[src/rtl/gpio_bank_pkg.sv]
// Package gpio_bank_pkg: register word addresses and bus widths shared by
// the GPIO bank interface, top level and testbench.
package gpio_bank_pkg;
    localparam int ADDR_W = 4;
    localparam int DATA_W = 32;

    localparam logic [ADDR_W-1:0] ADDR_DATA_IN  = 4'd0;
    localparam logic [ADDR_W-1:0] ADDR_DATA_OUT = 4'd1;
    localparam logic [ADDR_W-1:0] ADDR_OUT_SET  = 4'd2;
    localparam logic [ADDR_W-1:0] ADDR_OUT_CLR  = 4'd3;
    localparam logic [ADDR_W-1:0] ADDR_IRQ_MASK = 4'd4;
    localparam logic [ADDR_W-1:0] ADDR_EDGE_CAP = 4'd5;
    localparam logic [ADDR_W-1:0] ADDR_RISE_EN  = 4'd6;
    localparam logic [ADDR_W-1:0] ADDR_FALL_EN  = 4'd7;
    localparam logic [ADDR_W-1:0] ADDR_TSTAMP   = 4'd8;
endpackage

[src/rtl/avalon_gpio_bank_if.sv]
// Interface avalon_gpio_bank_if: Avalon-MM slave bus of the GPIO bank.
//  address   4   word address
//  read      1   read strobe
//  write     1   write strobe
//  writedata 32  write data
//  readdata  32  read data, valid the cycle after read
// Modports: master (interconnect side), slave (peripheral side).
interface avalon_gpio_bank_if;
    import gpio_bank_pkg::*;

    logic [ADDR_W-1:0] address;
    logic              read;
    logic              write;
    logic [DATA_W-1:0] writedata;
    logic [DATA_W-1:0] readdata;

    modport master (output address, output read, output write, output writedata, input readdata);
    modport slave  (input address, input read, input write, input writedata, output readdata);
endinterface

[src/rtl/gpio_debounce.sv]
// Module gpio_debounce: one input bit, synchroniser chain followed by a
// stability counter.
//  clk    in  system clock
//  reset  in  synchronous active-high reset
//  i_din  in  asynchronous input bit
//  o_deb  out debounced bit
// The debounced bit toggles once the synchronised bit has differed from it
// for DEBOUNCE_CYCLES consecutive cycles; DEBOUNCE_CYCLES=0 bypasses the counter.
module gpio_debounce #(
    parameter int SYNC_STAGES     = 2,
    parameter int DEBOUNCE_CYCLES = 50000
) (
    input  logic clk,
    input  logic reset,
    input  logic i_din,
    output logic o_deb
);
    logic [SYNC_STAGES-1:0] r_sync;
    logic                   w_synced;

    always_ff @(posedge clk) begin
        if (reset) r_sync <= '0;
        else       r_sync <= {r_sync[SYNC_STAGES-2:0], i_din};
    end

    assign w_synced = r_sync[SYNC_STAGES-1];

    generate
        if (DEBOUNCE_CYCLES == 0) begin : g_bypass
            assign o_deb = w_synced;
        end else begin : g_count
            localparam int CNT_W = (DEBOUNCE_CYCLES > 1) ? $clog2(DEBOUNCE_CYCLES) : 1;
            localparam logic [CNT_W-1:0] CNT_LAST = CNT_W'(DEBOUNCE_CYCLES - 1);

            logic [CNT_W-1:0] r_cnt;
            logic             r_deb;

            // Counter only runs while the input disagrees with the held value;
            // any agreement restarts the stability window.
            always_ff @(posedge clk) begin
                if (reset) begin
                    r_cnt <= '0;
                    r_deb <= 1'b0;
                end else if (w_synced == r_deb) begin
                    r_cnt <= '0;
                end else if (r_cnt == CNT_LAST) begin
                    r_deb <= ~r_deb;
                    r_cnt <= '0;
                end else begin
                    r_cnt <= r_cnt + 1'b1;
                end
            end

            assign o_deb = r_deb;
        end
    endgenerate
endmodule

[src/rtl/avalon_gpio_bank.sv]
// Module avalon_gpio_bank: Avalon-MM GPIO peripheral, fixed read latency 1.
//  clk       in   system clock
//  reset     in   synchronous active-high reset
//  bus       slave modport of avalon_gpio_bank_if (address/read/write/writedata/readdata)
//  irq       out  registered level interrupt, |(EDGE_CAP & IRQ_MASK)
//  gpio_in   in   IN_WIDTH asynchronous inputs
//  gpio_out  out  OUT_WIDTH outputs from the DATA_OUT register
// Optional feature macro: GPIO_TIMESTAMP_EN adds a free-running cycle counter
// and the TSTAMP register (address 8); without it address 8 reads 0.
module avalon_gpio_bank
    import gpio_bank_pkg::*;
#(
    parameter int                   IN_WIDTH        = 14,
    parameter int                   OUT_WIDTH       = 10,
    parameter int                   SYNC_STAGES     = 2,
    parameter int                   DEBOUNCE_CYCLES = 50000,
    parameter logic [OUT_WIDTH-1:0] OUT_RESET       = '0
) (
    input  logic                 clk,
    input  logic                 reset,
    avalon_gpio_bank_if.slave    bus,
    output logic                 irq,
    input  logic [IN_WIDTH-1:0]  gpio_in,
    output logic [OUT_WIDTH-1:0] gpio_out
);
    logic [IN_WIDTH-1:0]  w_deb;
    logic [IN_WIDTH-1:0]  r_deb_prev;
    logic [OUT_WIDTH-1:0] r_out;
    logic [IN_WIDTH-1:0]  r_irq_mask;
    logic [IN_WIDTH-1:0]  r_edge_cap;
    logic [IN_WIDTH-1:0]  r_rise_en;
    logic [IN_WIDTH-1:0]  r_fall_en;
    logic                 r_irq;
    logic [DATA_W-1:0]    r_readdata;
    logic [DATA_W-1:0]    w_rd_mux;
    logic [DATA_W-1:0]    w_tstamp;
    logic [IN_WIDTH-1:0]  w_cap_set;
    logic [IN_WIDTH-1:0]  w_cap_clr;
    logic [IN_WIDTH-1:0]  w_cap_next;
    logic                 w_unused;

    genvar gi;
    generate
        for (gi = 0; gi < IN_WIDTH; gi++) begin : g_in
            gpio_debounce #(
                .SYNC_STAGES     (SYNC_STAGES),
                .DEBOUNCE_CYCLES (DEBOUNCE_CYCLES)
            ) u_deb (
                .clk   (clk),
                .reset (reset),
                .i_din (gpio_in[gi]),
                .o_deb (w_deb[gi])
            );
        end
    endgenerate

    // Upper writedata bits beyond the channel widths are don't-care.
    assign w_unused = ^bus.writedata;

    always_comb begin
        w_cap_clr  = (bus.write && bus.address == ADDR_EDGE_CAP) ? bus.writedata[IN_WIDTH-1:0] : '0;
        w_cap_set  = (w_deb & ~r_deb_prev & r_rise_en) | (~w_deb & r_deb_prev & r_fall_en);
        // New edges are OR-ed in after the clear so a coincident event survives.
        w_cap_next = (r_edge_cap & ~w_cap_clr) | w_cap_set;
    end

    always_ff @(posedge clk) begin
        if (reset) begin
            r_deb_prev <= '0;
            r_out      <= OUT_RESET;
            r_irq_mask <= '0;
            r_edge_cap <= '0;
            r_rise_en  <= '0;
            r_fall_en  <= '0;
            r_irq      <= 1'b0;
        end else begin
            r_deb_prev <= w_deb;
            r_edge_cap <= w_cap_next;
            r_irq      <= |(r_edge_cap & r_irq_mask);
            if (bus.write) begin
                unique case (bus.address)
                    ADDR_DATA_OUT: r_out      <= bus.writedata[OUT_WIDTH-1:0];
                    ADDR_OUT_SET:  r_out      <= r_out | bus.writedata[OUT_WIDTH-1:0];
                    ADDR_OUT_CLR:  r_out      <= r_out & ~bus.writedata[OUT_WIDTH-1:0];
                    ADDR_IRQ_MASK: r_irq_mask <= bus.writedata[IN_WIDTH-1:0];
                    ADDR_RISE_EN:  r_rise_en  <= bus.writedata[IN_WIDTH-1:0];
                    ADDR_FALL_EN:  r_fall_en  <= bus.writedata[IN_WIDTH-1:0];
                    default: ;
                endcase
            end
        end
    end

`ifdef GPIO_TIMESTAMP_EN
    logic [DATA_W-1:0] r_cycle;
    logic [DATA_W-1:0] r_tstamp;

    // Only the first event after EDGE_CAP was fully cleared is stamped.
    always_ff @(posedge clk) begin
        if (reset) begin
            r_cycle  <= '0;
            r_tstamp <= '0;
        end else begin
            r_cycle <= r_cycle + 1'b1;
            if (r_edge_cap == '0 && w_cap_next != '0) r_tstamp <= r_cycle;
        end
    end

    assign w_tstamp = r_tstamp;
`else
    assign w_tstamp = '0;
`endif

    always_comb begin
        w_rd_mux = '0;
        unique case (bus.address)
            ADDR_DATA_IN:  w_rd_mux[IN_WIDTH-1:0]  = w_deb;
            ADDR_DATA_OUT: w_rd_mux[OUT_WIDTH-1:0] = r_out;
            ADDR_IRQ_MASK: w_rd_mux[IN_WIDTH-1:0]  = r_irq_mask;
            ADDR_EDGE_CAP: w_rd_mux[IN_WIDTH-1:0]  = r_edge_cap;
            ADDR_RISE_EN:  w_rd_mux[IN_WIDTH-1:0]  = r_rise_en;
            ADDR_FALL_EN:  w_rd_mux[IN_WIDTH-1:0]  = r_fall_en;
            ADDR_TSTAMP:   w_rd_mux                = w_tstamp;
            default:       w_rd_mux                = '0;
        endcase
    end

    always_ff @(posedge clk) begin
        if (reset)         r_readdata <= '0;
        else if (bus.read) r_readdata <= w_rd_mux;
    end

    assign bus.readdata = r_readdata;
    assign irq          = r_irq;
    assign gpio_out     = r_out;
endmodule

[src/flat_wrapper.sv]
// flat-port wrapper written by rule: the top's interface ports become plain ports
module avalon_gpio_bank_flat import gpio_bank_pkg::*;
#(
    parameter int                   IN_WIDTH        = 14,
    parameter int                   OUT_WIDTH       = 10,
    parameter int                   SYNC_STAGES     = 2,
    parameter int                   DEBOUNCE_CYCLES = 50000,
    parameter logic [OUT_WIDTH-1:0] OUT_RESET       = '0
)
  (clk, reset, irq, gpio_in, gpio_out, bus_address, bus_read, bus_write, bus_writedata, bus_readdata);
  avalon_gpio_bank_if bus_i ();
  input  logic clk;
  input  logic reset;
  output logic irq;
  input  logic [IN_WIDTH-1:0] gpio_in;
  output logic [OUT_WIDTH-1:0] gpio_out;
  input wire logic [$bits(bus_i.address)-1:0] bus_address;
  input wire logic [$bits(bus_i.read)-1:0] bus_read;
  input wire logic [$bits(bus_i.write)-1:0] bus_write;
  input wire logic [$bits(bus_i.writedata)-1:0] bus_writedata;
  output wire logic [$bits(bus_i.readdata)-1:0] bus_readdata;
  assign bus_i.address = bus_address;
  assign bus_i.read = bus_read;
  assign bus_i.write = bus_write;
  assign bus_i.writedata = bus_writedata;
  assign bus_readdata = bus_i.readdata;
  avalon_gpio_bank #(.IN_WIDTH(IN_WIDTH), .OUT_WIDTH(OUT_WIDTH), .SYNC_STAGES(SYNC_STAGES), .DEBOUNCE_CYCLES(DEBOUNCE_CYCLES), .OUT_RESET(OUT_RESET)) u_core (.clk(clk), .reset(reset), .bus(bus_i), .irq(irq), .gpio_in(gpio_in), .gpio_out(gpio_out));
endmodule
[config.mk]
export PLATFORM = sky130hd
export DESIGN_NAME = avalon_gpio_bank_flat
export DESIGN_NICKNAME = d
export VERILOG_FILES = /design/src/rtl/gpio_bank_pkg.sv /design/src/rtl/avalon_gpio_bank_if.sv /design/src/rtl/gpio_debounce.sv /design/src/rtl/avalon_gpio_bank.sv /design/src/flat_wrapper.sv
export SDC_FILE = /design/constraint.sdc
export NUM_CORES = 1
export LEC_CHECK = 0
export CAP_MARGIN = 5
export CORE_UTILIZATION = 50
export DETAILED_ROUTE_END_ITERATION = 7
export DONT_BUFFER_PORTS = 1
export SETUP_SLACK_MARGIN = 0.5
export SKIP_LAST_GASP = 1
export SYNTH_ARGS = -nofsm -noshare
export SYNTH_HDL_FRONTEND = slang
export SYNTH_HIERARCHICAL = 1
export SYNTH_SLANG_ARGS = --single-unit
[constraint.sdc]
create_clock -name clk -period 2.65 [get_ports clk]
set_clock_uncertainty 0.05 [all_clocks]
set_input_delay 0.1325 -clock clk [delete_from_list [all_inputs] [get_ports clk]]
set_output_delay 0.1325 -clock clk [all_outputs]
set_load 0.01 [all_outputs]
* Yosys cells after proc, flatten, opt, wreduce, memory -nomap -nowiden
Cells that the tools add are included.
** Operators by class
- $add $sub $neg :: 14
- Eq/ne operators :: 35
- Mux-type cells :: 4
- Bitwise gates (word level) :: 42
- Reductions and logical operators :: 36
** Operator list (number)
- adder 16 x 1 -> 16 bit (second input constant) :: 14
- equality test 16 bit (second input constant) :: 14
- AND 14 bit :: 6
- case mux 10 bit (6 select lines) :: 1
- NOT 14 bit :: 3
- OR reduction 3 bit :: 14
- AND reduction 2 bit :: 18
- case mux 10 bit (3 select lines) :: 1
- NOT 1 bit :: 28
- OR 14 bit :: 2
- case mux 4 bit (5 select lines) :: 1
- equality test 4 x 3 -> 1 bit (second input constant) :: 4
- equality test 1 bit :: 14
- two-way mux 14 bit :: 1
- OR reduction 14 bit :: 1
- AND 10 bit :: 1
- NOT 10 bit :: 1
- OR 10 bit :: 1
- equality test 4 x 2 -> 1 bit (second input constant) :: 2
- equality test 4 x 1 -> 1 bit (second input constant) :: 1
- logical NOT 4 bit :: 1
- nonzero test 3 bit :: 1
- logical AND 1 bit :: 1
** Storage, ports and cells
- Bits in registers :: 361
- Bits of input ports :: 54
- Output and inout bits :: 43
- Logic and storage cells :: 181

* Logic depth before layout (Yosys ltp)
Gate-level depths: netlist (run 1).
- Word-level depth :: 6
- Mapped depth :: 7
- Gate-level depth less buffers :: 5

* Modules after synthesis
The synthesis (run 1) kept the hierarchy.
** By module, submodules not included
- gpio_debounce at u_core.g_in[0].u_deb ... :: instances 13, cells each 87, area each 847.1 sq um
- avalon_gpio_bank :: instances 1, cells each 502, area each 4509.3 sq um
- gpio_debounce at u_core.g_in[9].u_deb :: instances 1, cells each 88, area each 823.3 sq um

* Worst setup path after synthesis (run 1)
OpenSTA, ideal clock, no wires.
- Path type :: register to register
- Start :: reg u_core.g_in[9].u_deb.g_count.r_cnt[11]
- End :: reg u_core.g_in[9].u_deb.g_count.r_cnt[13]
- Arrival time :: 1662 ps
- Setup slack :: 824 ps
- Cell stages (with the launch flop) :: 6
- Clock period less this slack :: 1826 ps
- Path through :: dfxtp_1 > or4b_1 > or4_4 > nand2_4 > buf_12 > nor2_1
** On the way
- Longest elaborated chain between the ends :: 2
- Elaborated cells between the ends (all ways) :: 3
** RTL lines
- start, declared :: line gpio_debounce.sv:35 : logic [CNT_W-1:0] r_cnt;
- start signal, assigned :: line gpio_debounce.sv:50 : r_cnt <= r_cnt + 1'b1;
- parallel branches: the longest is 2 deep, another holds adder 16 x 1 -> 16 bit
Several ways; the timed one is not identified.
A chain may end at the register's enable or synchronous reset.

* Worst setup path after layout (run 1)
- Start :: in bus_address[0]
- End :: reg u_core.r_readdata[0] (netlist: u_core/bus.readdata[0])
** On the way
- Longest elaborated chain between the ends :: 2
- Elaborated cells between the ends (all ways) :: 7
** RTL lines
- start, declared :: line flat_wrapper.sv:17 : input wire logic [$bits(bus_i.address)-1:0] bus_address;
- equality test 4 x 3 -> 1 bit (tied with other cells) :: line avalon_gpio_bank.sv:116 : unique case (bus.address)
- case mux 10 bit (6 select lines) * :: line avalon_gpio_bank.sv:116
- end signal, assigned :: line avalon_gpio_bank.sv:130 : else if (bus.read) r_readdata <= w_rd_mux;
- end, declared :: line avalon_gpio_bank.sv:34 : logic [DATA_W-1:0] r_readdata;
Every way passes the cells marked *; elsewhere a longest branch is shown, timed or not.

==> metrics, run 1 <==
Post-synth EDFFs=0; Fin. Hold Viols=0; chip height=183 um; routability cong.=0.778; final worst slack=586 ps; Post-synth top cells=361 x dfxtp_1, 303 x nor2_1, 195 x xnor2_1, 84 x nand3_1, 81 x nand2_1; cell row count=65; WHS=6.35 ps; # fillers=2822; Fmax=485 MHz; Critical Path Fanout Max=13; Reg2Reg Launch Point=u_core/bus.readdata[13]; root buffer cell=clkbuf_16; post-synth top area cell=dfxtp_1; vias in the first global route=11300; worst setup path start=bus_address[0]; fin. max-slew vios=0; dpl cells=2111; Total Power=11900 uW; first-pass GRT wire length=57300 um; initial antenna violation count=1; top-area cell type share of the netlist area=44.2%; WL final=34600 um; diodes inserted=0; drt wl/cell=15.2 um; post-route setup TNS=0 ps; Layout area overhead=15.2%; average size of a mapped cell=9.50 sq um; slew of the pin with the lowest slew margin=1020 ps; Gate Count Post-Synth=1721; vias=11900; main flop type after synthesis=dfxtp_1; initial core utilization=51.3%; synth top area cells=dfxtp_1 44%, xnor2_1 10%, nor2_1 7.0%; Post-Place Setup Slack=711 ps; total CTS buffers=40; Worst EP required=2990 ps; die area=33400 sq um; die width=183 um; CTS clk-pin slew, worst paths=60 ps; 1st-pass router iterations=5; pin count of the biggest net entering global routing=112; dpl hpwl=20900 um; Layout Nets=1872; most frequent cell after synthesis=dfxtp_1; Via-to-Cell Ratio=5.24; fin crit share=77.9%; Synth async-reset ratio=0%; core area=31900 sq um; total leakage power=0.00636 uW; Register Area=7230 sq um; max-cap viol count=0; clock sinks=361; Slew Limit Headroom=31.6%; critical path type=in2reg; endpoints failing setup=0; GRT Overall Usage=21.0%; peak supply drop=0.000518 V; post-route insts no fill=2270; CP Launch Type=input port; I/O pin total=97; Worst Hold Class=in2reg; clk_lat worst skew=540 ps; post-synthesis cell area=16300 sq um; Register-to-Register Path Depth=5; reg2reg setup slack=620 ps; Unique masters post-synth=59; multi-input logic area=8480 sq um; Bufs on Longest Clock Path=3; status=finished clean; PortBufs=0; CTS HTree Levels=2; DRT iter0 DRCs=608; Post-route DRC=0; CTS tree=done; critical path capture point=u_core/bus.readdata[0]; Tmin final=2060 ps; Seq/Total Area, Yosys=44.2%; PD cells=632 nW/um^2; crit path capture type=register; Worst EP arrival=2400 ps; GRT overflow=0; Detail Route Antenna Nets=0; number of synthesized register bits=361; yosys synthesis warning count=6; RSZ-0062 raised after global routing=no; layout cells sized above 1=11.4%; FF-to-FF End=u_core/bus.readdata[13]
[flip-flops by register name (all words and copies together), names as in the netlist, 10 cells and up]
register                         cells
u_core/bus.readdata                 14
u_core/g_in.u_deb/g_count.r_cnt    224
u_core/g_in.u_deb/o_deb             14
u_core/g_in.u_deb/r_sync            28
u_core/gpio_out                     10
u_core/r_deb_prev                   14
u_core/r_edge_cap                   14
u_core/r_fall_en                    14
u_core/r_irq_mask                   14
u_core/r_rise_en                    14
[metal layers]
metal	track usage [%]	routed length, um
met2	32.8	15100
met1	28.3	16400
met3	5.54	2310
met4	6.23	724
met5	0	13
[critical path: stages]
cell	delay (ps)
dlygate4sd3_1	1020
mux2_2	410
a31oi_1	200
dlygate4sd3_1	580
o21ai_1	50
[timing repair]
| action | in CTS | in global routing |
|---|---|---|
| hold buffers | 84 | 0 |
| buffers inserted | 0 | 2 |
| hold endpoints to repair | 225 | 0 |
| setup endpoints to repair | 0 | 10 |
| gates resized for setup | 0 | 2 |
[layout make-up]
class	instances	area share (%)
Multi-Input combinational cell	1257	45.0
Sequential cell	361	38.4
Clock buffer	51	6.02
Timing Repair Buffer	88	4.79
Tap cell	435	2.89
Clock inverter	22	1.74
Inverter	56	1.12
[kinds of logic (layout without fill, tap and decap cells)]
group / count (synthesis) / after routing / share of synthesized area (%)
flops: 361 / 361 / 44.2
xor+xnor: 210 / 210 / 11.3
buf+inv: 120 / 217 / 4.33
compound gates: 113 / 113 / 4.19
simple gates: 831 / 831 / 30.5
mux: 71 / 71 / 4.39
other cells: 1 / 18 / 0.0229
fa+ha+maj: 14 / 14 / 1.07
[layout by cell type, fill, tap and decap left out, drive strengths merged, types with 42 or more instances in the layout]
cell         count
nor2           331
mux2i           66
nand3           85
inv             58
nor4            44
nor3            62
clkbuf          51
dlygate4sd3     81
xnor2          195
dfxtp          361
nor2b           57
nand2           95
nand4           42
[metrics by stage]
step / instance area (sq um) / utilization, %
floorplan: 16400 / -
global placement: 16500 / 51.7
detailed placement: 16500 / 51.7
CTS: 18800 / 59.0
global route: 18800 / 59.0
finish: 18800 / 59.0
[power by group]
group / switching (uW) / internal [uW] / leakage (uW)
Combinational: 177 / 123 / 0.00273
Sequential: 29.0 / 5470 / 0.00291
Clock: 2280 / 3810 / 0.000713
[worst min path at each step]
stage	from	to	cells after the start
global route	bus_address[2]	u_core/gpio_out[4]	3
finish	bus_address[2]	u_core/gpio_out[4]	3
detailed placement	reset	u_core/g_in[5].u_deb/r_sync[0]	1
floorplan	reset	u_core/g_in[0].u_deb/r_sync[0]	1
global placement	reset	u_core/g_in[5].u_deb/r_sync[0]	1
CTS	bus_address[0]	u_core/r_fall_en[13]	3
(Power assumes the default switching activity.)
==> inputs of run 2 (changes only) <==
--- a/config.mk
+++ b/config.mk
@@ -5,10 +5,12 @@
 export SDC_FILE = /design/constraint.sdc
 export NUM_CORES = 1
 export LEC_CHECK = 0
+export ABC_AREA = 1
 export CAP_MARGIN = 5
 export CORE_UTILIZATION = 50
 export DETAILED_ROUTE_END_ITERATION = 7
 export DONT_BUFFER_PORTS = 1
+export PLACE_DENSITY = 0.68
 export SETUP_SLACK_MARGIN = 0.5
 export SKIP_LAST_GASP = 1
 export SYNTH_ARGS = -nofsm -noshare
==> constraint.sdc (replaced) <==
create_clock -name clk -period 1.8 [get_ports clk]
set_clock_uncertainty 0.05 [all_clocks]
set_input_delay 0.09 -clock clk [delete_from_list [all_inputs] [get_ports clk]]
set_output_delay 0.09 -clock clk [all_outputs]
set_load 0.01 [all_outputs]
==> metrics, run 2 <==
Register-to-Register Path Depth=6 (was 5); layout cells sized above 1=22.0% (was 11.4%); Post-route DRC=0 (unchanged); drt wl/cell=13.7 um (was 15.2 um); Worst Path Buf+Inv=0 (was 2); Hold Crit Depth=2 (was 3); dpl hpwl=26300 um (was 20900 um); FF-to-FF End=u_core/g_in[3].u_deb/g_count.r_cnt[10] (was u_core/bus.readdata[13]); met3 Track Usage GR=4.87% (was 5.54%); switching power=3480 uW (was 2480 uW); WHS=-334 ps (was 6.35 ps); chip height=189 um (was 183 um); Tmin final=1310 ps; cell row count=68 (was 65); average size of a mapped cell=7.05 sq um (was 9.50 sq um); reg2reg setup slack=490 ps (was 620 ps); PD cells=759 nW/um^2 (was 632 nW/um^2); clock network fraction of design power=48.6% (was 51.3%); initial core utilization=50.7% (was 51.3%); min-delay src=bus_read (was bus_address[2]); max FFs per register=224 (unchanged); clock sinks=361 (unchanged); Post-Place Setup Slack=320 ps (was 711 ps); routability cong.=0.855 (was 0.778); Pint=13300 uW (was 9400 uW); pin count of the biggest net entering global routing=139 (was 112); DRT iter0 DRCs=1053 (was 608); WL final=42700 um (was 34600 um); total CTS buffers=39 (was 40); first-pass GRT wire length=68400 um (was 57300 um); GRT overflow=0 (unchanged); Worst Hold Class=in2reg (unchanged); CP Launch Type=register (was input port); initial antenna violation count=1 (unchanged); Top delay family on crit path=simple AND/OR/NAND/NOR gates (was buffers and inverters); hold endpoint=u_core/bus.readdata[0] (was u_core/gpio_out[4]); die area=35700 sq um (was 33400 sq um); number of synthesized register bits=361 (unchanged); CTS clk-pin slew, worst paths=60 ps (about the same); Critical Path Fanout Max=8 (was 13); endpoints failing setup=0 (unchanged); Layout area overhead=26.2% (was 15.2%); CP dominant cell by count=nand3_4 (was dlygate4sd3_1); Top reg by flops=u_core/g_in.u_deb/g_count.r_cnt (unchanged); final worst slack=491 ps (was 586 ps); Fmax=764 MHz; critical path type=reg2reg (was in2reg); total leakage power=0.00767 uW (was 0.00636 uW); fin. max-slew vios=0 (unchanged); GRT Max-Usage Layer=met2 (unchanged); synth top area cells=dfxtp_1 41%, nand2_1 12%, nor2_1 8.3% (was dfxtp_1 44%, xnor2_1 10%, nor2_1 7.0%); failing checks=hold timing; clk_lat worst skew=520 ps (was 540 ps); fin crit share=72.7%; commonest non-fill, non-tap cells in the layout=525 x nand2_1, 318 x inv_1, 313 x nor2_1, 261 x dfxtp_1, 168 x nand3_1 (was 361 x dfxtp_1, 303 x nor2_1, 195 x xnor2_1, 84 x nand3_1); Gate Count Post-Synth=2478 (was 1721); max-cap viol count=0 (unchanged); Unique masters post-synth=35 (was 59); main flop type after synthesis=dfxtp_1 (unchanged); met2 GRT Util=38.6% (was 32.8%); yosys synthesis warning count=6 (unchanged); GRT Overall Usage=22.6% (was 21.0%); CP peak stage delay=370 ps (was 1020 ps); top-area cell type share of the netlist area=41.3% (was 44.2%); PortBufs=0 (unchanged); Detail Route Antenna Nets=0 (unchanged); 1st-pass router iterations=7 (was 5); Worst EP arrival=1670 ps (was 2400 ps); vias=16100 (was 11900); commonest non-fill, non-tap cell in the layout=nand2_1 (was dfxtp_1); Synth async-reset ratio=0% (unchanged); crit-path cells=ha_4 -> nand3_4 -> nor2_4 -> nand3_4 -> nand2_8 -> a21oi_1 (was dlygate4sd3_1 -> mux2_2 -> a31oi_1 -> dlygate4sd3_1 -> o21ai_1); Bufs on Longest Clock Path=3 (unchanged); core area=34500 sq um (was 31900 sq um); Flop pwr share=48.2% (was 46.2%); post-route setup TNS=0 ps (unchanged); GR Util met1=28.3% (about the same); crit path max-delay cell type=dfxtp_4 (was dlygate4sd3_1); Gate power share=3.2% (was 2.5%); status=finished with violations (was finished clean); Seq/Total Area, Yosys=41.3% (was 44.2%); Reg2Reg Launch Point=u_core/g_in[3].u_deb/g_count.r_cnt[0] (was u_core/bus.readdata[13]); RSZ-0062 raised after global routing=yes (was no); die width=189 um (was 183 um); post-synthesis cell area=17500 sq um (was 16300 sq um); Via-to-Cell Ratio=5.16 (was 5.24); Total Power=16700 uW (was 11900 uW); slew of the pin with the lowest slew margin=641 ps (was 1020 ps); biggest regs=u_core/g_in.u_deb/g_count.r_cnt (224), u_core/g_in.u_deb/r_sync (28) (unchanged); Post-synth top cells=537 x nand2_1, 385 x nor2_1, 361 x dfxtp_1, 329 x inv_1, 179 x nand3_1 (was 361 x dfxtp_1, 303 x nor2_1, 195 x xnor2_1, 84 x nand3_1, 81 x nand2_1); peak supply drop=0.000686 V (was 0.000518 V); CTS HTree Levels=2 (unchanged); diodes inserted=0 (unchanged); Post-synth EDFFs=0 (unchanged); root buffer cell=clkbuf_16 (unchanged); CTS tree=done (unchanged); Sw Share=20.8% (was 20.9%); crit path capture type=register (unchanged); Layout Nets=2712 (was 1872); Worst EP required=2160 ps (was 2990 ps); Slew Limit Headroom=57.2% (was 31.6%); I/O pin total=97 (unchanged); most frequent cell after synthesis=nand2_1 (was dfxtp_1); vias in the first global route=15000 (was 11300); post-synth top area cell=dfxtp_1 (unchanged); Fin. Hold Viols=79 (was 0)
-- run 2: cell types whose count changed in the layout (fill, tap and decap cells not counted), moves of 84 or more --
cell / change
xnor2_1: -178
dfxtp_1: -100
nand3_1: +84
nand2_1: +444
a21oi_1: +86
dfxtp_2: +85
inv_1: +262
-- run 2: area by class of cell --
| class | count | area [sq um] |
|---|---|---|
| Fill cell | 2924 | 12400 |
| Multi-Input combinational cell | 1732 | 10000 |
| Sequential cell | 361 | 7390 |
| Timing Repair Buffer | 163 | 1480 |
| Inverter | 347 | 1310 |
| Clock buffer | 58 | 1160 |
| Tap cell | 455 | 569 |
| Clock inverter | 9 | 145 |
-- run 2: logic make-up after synthesis --
| logic type | Yosys count | share of synthesized area (%) |
|---|---|---|
| and+or+nand+nor | 1336 | 34.5 |
| buffers and inverters | 416 | 10.2 |
| DFF | 361 | 41.3 |
| AOI/OAI and AO/OA | 277 | 9.29 |
| xor gates and xnor gates | 73 | 3.66 |
| adders and majority gates | 14 | 1.00 |
| other | 1 | 0.0215 |
-- run 2: worst max-delay path by stage --
stage                                               start                                endpoint  slack, ps  cells after the start
floorplan           u_core/g_in[9].u_deb/g_count.r_cnt[0]   u_core/g_in[9].u_deb/g_count.r_cnt[5]        500                      7
global placement                           bus_address[2]                    u_core/r_rise_en[12]        390                      6
detailed placement                         bus_address[2]                     u_core/r_rise_en[3]        320                      6
CTS                 u_core/g_in[4].u_deb/g_count.r_cnt[6]   u_core/g_in[4].u_deb/g_count.r_cnt[4]        500                      7
global route        u_core/g_in[3].u_deb/g_count.r_cnt[3]  u_core/g_in[3].u_deb/g_count.r_cnt[15]        430                      7
finish              u_core/g_in[3].u_deb/g_count.r_cnt[0]  u_core/g_in[3].u_deb/g_count.r_cnt[10]        490                      6
-- run 2: stage by stage --
stage               utilization, %  instance area (sq um)  std cells
floorplan                        -                  17600       2495
global placement              51.7                  17800       2895
detailed placement            51.7                  17800       2895
CTS                           60.1                  20700       3066
global route                  64.0                  22100       3125
finish                        64.0                  22100       3125
-- run 2: per-layer routing --
| metal | share of wire, % | routed length [um] | vias to the layer above |
|---|---|---|---|
| met1 | 43 | 18500 | 7495 |
| met2 | 48 | 20500 | 356 |
| met4 | 2.7 | 1140 | 0 |
| li1 | - | - | 8183 |
| met3 | 6.0 | 2560 | 82 |
| met5 | 0 | 0 | - |
-- run 2: timing repair --
action	CTS	global route
endpoints found under the hold margin	361	82
pin swaps	49	80
buffers inserted	7	49
hold buffers	83	10
cloned	14	0
resized for setup	114	296
endpoints found under the setup margin	226	260
-- run 2: power by group through the flow --
stage,registers (uW),clock network [uW],logic [uW]
2_1_floorplan,8250,0,348
3_3_place_gp,8270,0,325
3_5_place_dp,8270,0,333
4_1_cts,8090,8320,440
5_1_grt,8080,8680,578
6_report,8080,8140,528
